--- config.mk ---
export PLATFORM = sky130hd
export DESIGN_NAME = pa_mc
export DESIGN_NICKNAME = d
export VERILOG_FILES = /design/src/rtl/pa_mc.sv
export SDC_FILE = /design/constraint.sdc
export NUM_CORES = 1
export LEC_CHECK = 0
export CORE_ASPECT_RATIO = 1.5
export CORE_MARGIN = 5
export CORE_UTILIZATION = 30
export DETAILED_ROUTE_END_ITERATION = 8
export PLACE_DENSITY_LB_ADDON = 0.1
export SETUP_SLACK_MARGIN = 0.15
export SLEW_MARGIN = 30
export SYNTH_ARGS = -nofsm -noshare
export SYNTH_HDL_FRONTEND = slang
export SYNTH_SLANG_ARGS = --single-unit
--- constraint.sdc ---
create_clock -name clk_i -period 8.97 [get_ports clk_i]
set_clock_uncertainty 0.15 [all_clocks]
set_input_delay 2.691 -clock clk_i [delete_from_list [all_inputs] [get_ports clk_i]]
set_output_delay 2.691 -clock clk_i [all_outputs]
set_load 0.05 [all_outputs]
--- src/rtl/pa_mc.sv ---
// Multi-channel, time-interleaved phase accumulator feeding the CORDIC/ROM NCO stage.
// One channel slot is processed per enabled cycle in round-robin order.
module pa_mc #(
   parameter int unsigned AccW = 24,
   parameter int unsigned OutW = 16,
   parameter int unsigned Ch   = 4,
   localparam int unsigned ChW = $clog2(Ch)
) (
   input  logic            clk_i,
   input  logic            rst_ni,
   input  logic            en_i,
   input  logic            sync_i,
   input  logic            cfg_we_i,
   input  logic [ChW-1:0]  cfg_ch_i,
   input  logic [AccW-1:0] cfg_fcw_i,
   input  logic [OutW-1:0] cfg_off_i,
   input  logic            upd_i,
   input  logic            tag_i,
   output logic            valid_o,
   output logic [OutW-1:0] phase_o,
   output logic [ChW-1:0]  ch_o,
   output logic            wrap_o,
   output logic            tag_o
);

   logic [AccW-1:0] acc_q   [Ch];
   logic [AccW-1:0] acc_d   [Ch];
   logic [AccW-1:0] fcw_s_q [Ch];
   logic [AccW-1:0] fcw_s_d [Ch];
   logic [OutW-1:0] off_s_q [Ch];
   logic [OutW-1:0] off_s_d [Ch];
   logic [AccW-1:0] fcw_a_q [Ch];
   logic [AccW-1:0] fcw_a_d [Ch];
   logic [OutW-1:0] off_a_q [Ch];
   logic [OutW-1:0] off_a_d [Ch];

   logic [ChW-1:0]  slot_q, slot_d;
   logic            valid_q, valid_d;
   logic [OutW-1:0] phase_q, phase_d;
   logic [ChW-1:0]  ch_q, ch_d;
   logic            wrap_q, wrap_d;
   logic            tag_q;

   logic [AccW:0]   acc_sum;
   logic [AccW-1:0] off_ext;
   logic [AccW-1:0] phase_sum;

   // Extra MSB of the sum captures the accumulator carry-out.
   assign acc_sum   = {1'b0, acc_q[slot_q]} + {1'b0, fcw_a_q[slot_q]};
   assign off_ext   = AccW'(off_a_q[slot_q]) << (AccW - OutW);
   assign phase_sum = acc_q[slot_q] + off_ext;

   always_comb begin
      acc_d   = acc_q;
      fcw_s_d = fcw_s_q;
      off_s_d = off_s_q;
      fcw_a_d = fcw_a_q;
      off_a_d = off_a_q;
      slot_d  = slot_q;
      valid_d = 1'b0;
      phase_d = phase_q;
      ch_d    = ch_q;
      wrap_d  = wrap_q;

      if (sync_i) begin
         for (int unsigned c = 0; c < Ch; c++) begin
            acc_d[c] = '0;
         end
         slot_d = '0;
         wrap_d = 1'b0;
      end else if (en_i) begin
         acc_d[slot_q] = acc_sum[AccW-1:0];
         wrap_d        = acc_sum[AccW];
         phase_d       = phase_sum[AccW-1 -: OutW];
         ch_d          = slot_q;
         valid_d       = 1'b1;
         slot_d        = slot_q + ChW'(1);
      end

      if (cfg_we_i) begin
         fcw_s_d[cfg_ch_i] = cfg_fcw_i;
         off_s_d[cfg_ch_i] = cfg_off_i;
      end

      // Copy from the next-state shadow so a same-cycle write goes straight through.
      if (upd_i) begin
         fcw_a_d = fcw_s_d;
         off_a_d = off_s_d;
      end
   end

   always_ff @(posedge clk_i or negedge rst_ni) begin
      if (!rst_ni) begin
         acc_q   <= '{default: '0};
         fcw_s_q <= '{default: '0};
         off_s_q <= '{default: '0};
         fcw_a_q <= '{default: '0};
         off_a_q <= '{default: '0};
         slot_q  <= '0;
         valid_q <= 1'b0;
         phase_q <= '0;
         ch_q    <= '0;
         wrap_q  <= 1'b0;
         tag_q   <= 1'b0;
      end else begin
         acc_q   <= acc_d;
         fcw_s_q <= fcw_s_d;
         off_s_q <= off_s_d;
         fcw_a_q <= fcw_a_d;
         off_a_q <= off_a_d;
         slot_q  <= slot_d;
         valid_q <= valid_d;
         phase_q <= phase_d;
         ch_q    <= ch_d;
         wrap_q  <= wrap_d;
         tag_q   <= tag_i;
      end
   end

   assign valid_o = valid_q;
   assign phase_o = phase_q;
   assign ch_o    = ch_q;
   assign wrap_o  = wrap_q;
   assign tag_o   = tag_q;

endmodule

==> out/qor.yml <==
path_cells: "clkdlybuf4s50_1 -> nand2b_1 -> buf_4 -> inv_1 -> and2_1 -> nand3_1 -> mux2i_1 -> a211o_1"
drtAntennaViolNets: 0
cp-end-kind: "flop"
crit_arrival_ns: 5.63
ctsResizeCount: 0
rsz0062_at_grt: "no"
areaGrowthSynthToFinish_pct: 15.9
cp-start-kind: "input port"
viasPerCell: 4.99
io_buffers: 69
avgSynthCellArea_um2: 14.0
nNetsFinal: 1565
slew_viol_final: 0
vias: 11900
die_area_um2: 71700
maxCapViolations: 0
yosys_warnings: 0
clkLatencyLatePin_ns: 0.59
cts_root_buf: "clkbuf_16"
synth_most_common_cell: "dfrtp_1"
cts_buffer_depth: 3
track_usage: 0.146
cts_made_buffers: 46
grt_max_degree: 151
max_stage_delay_ns: 0.85
fin_ws_ns: 3.72
p_per_area_nw_per_um2: 267
diodes: 0
synthArstFlopShare: 1.00
ys_ff_latch: 439
drive_gt1_frac: 0.326
fin_crit_sh: 0.586
overflow: 0
synthTopCellsByCount: "439 x dfrtp_1, 320 x mux2_2, 78 x nand2_1"
syn_nets: 1513
core-area_um2: 65800
synth_top_area_cell: "dfrtp_1"
cts_tree: "done"
whs_ns: 0.330
wl_mm: 51.4
gp_congestion: 0.770
path_class: "in2reg"
yosys.area.top_type_share: 0.552
pre_cts_ws_ns: 3.07
crit_family: "buffers and inverters"
cts_setup_buffers: 0
design_area_um2: 23100
first_global_vias: 13000
peakVddDrop_mv: 0.137
cts.sinks: 439
post_drt_wl_per_cell_um: 21.6
cp_slowest_cell: "clkdlybuf4s50_1"
synth_flop_cell: "dfrtp_1"
ios: 70
drtPass1Iterations: 5
hold_path.class: "reg2reg"
h-tree-depth: 2
required_ns: 9.34
die_height_um: 325
grt_pass1_wl_mm: 80.5
ys_seq_area_frac: 0.552
min_period_ns: 5.25
antenna_found_initial: 1
synth_area_um2: 19900
rows: 115
tightest_slew_ns: 1.00
cts.clk_slew.worst_paths_ns: 0.06
netlist_instances: 1419
die_x_um: 220
slew_headroom: 0.331
crit_fanout: 38
synth.top_cells.by_area: "dfrtp_1 55%, mux2_2 18%, mux4_2 7.2%, ha_1 2.7%, a22o_1 2.3%"
finalHoldViolCount: 0
status: "finished, final reports clean"
timing.fmax_mhz: 190
power_leakage_nw: 9.66
hold_buffers: 0
dpl-instance-area_um2: 21600
synth_edf_count: 0
yosysUniqueCellTypes: 65
setup_viol: 0
tns_ns: 0
drc: 0
initial_core_util: 0.303
dp_hpwl_mm: 31.8
drt_iter0_markers: 581
worst-path-buf-inv: 3
## report_power, final
| part | switching, W | internal, W | total, W |
|---|---|---|---|
| clock network | 0.000806 | 0.00105 | 0.00186 |
| registers | 0.000176 | 0.00237 | 0.00255 |
| logic | 0.000988 | 0.000762 | 0.00175 |
## metrics by stage
stage	cells	power (W)	util
finish	2381	0.00616	0.351
global placement	2298	0.00434	0.328
global route	2381	0.00654	0.351
CTS	2380	0.00629	0.350
floorplan	1419	0.00378	-
detailed placement	2299	0.00437	0.328
## worst paths after layout
path,to,start,slack [ns],cells past startpoint
setup / recovery,acc_q[92],en_i,3.72,8
hold / removal,acc_q[74],acc_q[74],0.33,2
setup reg to reg,acc_q[95],slot_q[0],4.14,9
hold reg to reg,acc_q[74],acc_q[74],0.33,2
max in group asynchronous,fcw_s_q[3],rst_ni,5.38,2
min in group asynchronous,off_s_q[63],rst_ni,1.94,1
## kinds of logic after synthesis
kind of cell / after synthesis / synth area share
flip-flops: 439 / 0.552
XOR/XNOR: 24 / 0.0109
buffers and inverters: 92 / 0.0178
AO/OA/AOI/OAI: 229 / 0.0851
multiplexers: 396 / 0.260
AND/OR/NAND/NOR: 194 / 0.0457
adder cells (fa/ha/maj): 45 / 0.0290
## layout make-up
type / instances / area, um2
clock buffer: 72 / 1370
clock inverter: 9 / 75.1
fill: 6344 / 42700
inverter: 11 / 41.3
multi-input combinational: 888 / 8620
sequential: 439 / 11000
tap: 877 / 1100
timing repair buffer: 85 / 862
## state kept, by name, summed over array words and instances (netlist names), 2 cells and up
register / count
off_a_q: 64
phase_o: 16
fcw_s_q: 96
off_s_q: 64
slot_q: 2
ch_o: 2
fcw_a_q: 96
acc_q: 96
## layout by cell type, fill, tap and decap left out, drive strengths merged, types with 5 or more instances in the layout
master,netlist,routed
dfrtp,439,439
mux2,320,320
nand2,78,78
clkbuf,51,72
clkdlybuf4s50,0,67
mux4,64,64
a22o,52,52
o21ai,50,50
nor2,45,45
ha,43,43
a21oi,28,28
buf,30,18
nand3,14,14
xnor2,13,13
inv,11,13
mux2i,12,12
a21o,11,11
o211ai,11,11
xor2,11,11
o21a,9,9
a211oi,9,9
nand2b,8,8
nand4,8,8
a22oi,8,8
a32o,8,8
or3,8,8
and2,7,7
o31ai,7,7
nor3,7,7
clkinv,0,7
a31oi,5,5
## routing by layer
metal,track usage,wire length (um),vias up
li1,-,-,5385
met1,0.189,22300,6246
met2,0.251,26200,179
met3,0.0233,1720,72
met4,0.0394,1200,2
met5,0,12,-
## worst reg2reg max path: stages (launching register included)
cell and delay [ns]:
dfrtp_4 0.77, buf_4 0.76, mux4_2 0.69, ha_1 0.41, a21oi_1 0.17, o21ai_0 0.15, o41ai_1 0.64, o21ai_0 0.29
o21ai_0 0.48, a32o_1 0.25
Note: power is estimated with default switching activity, not from simulation.
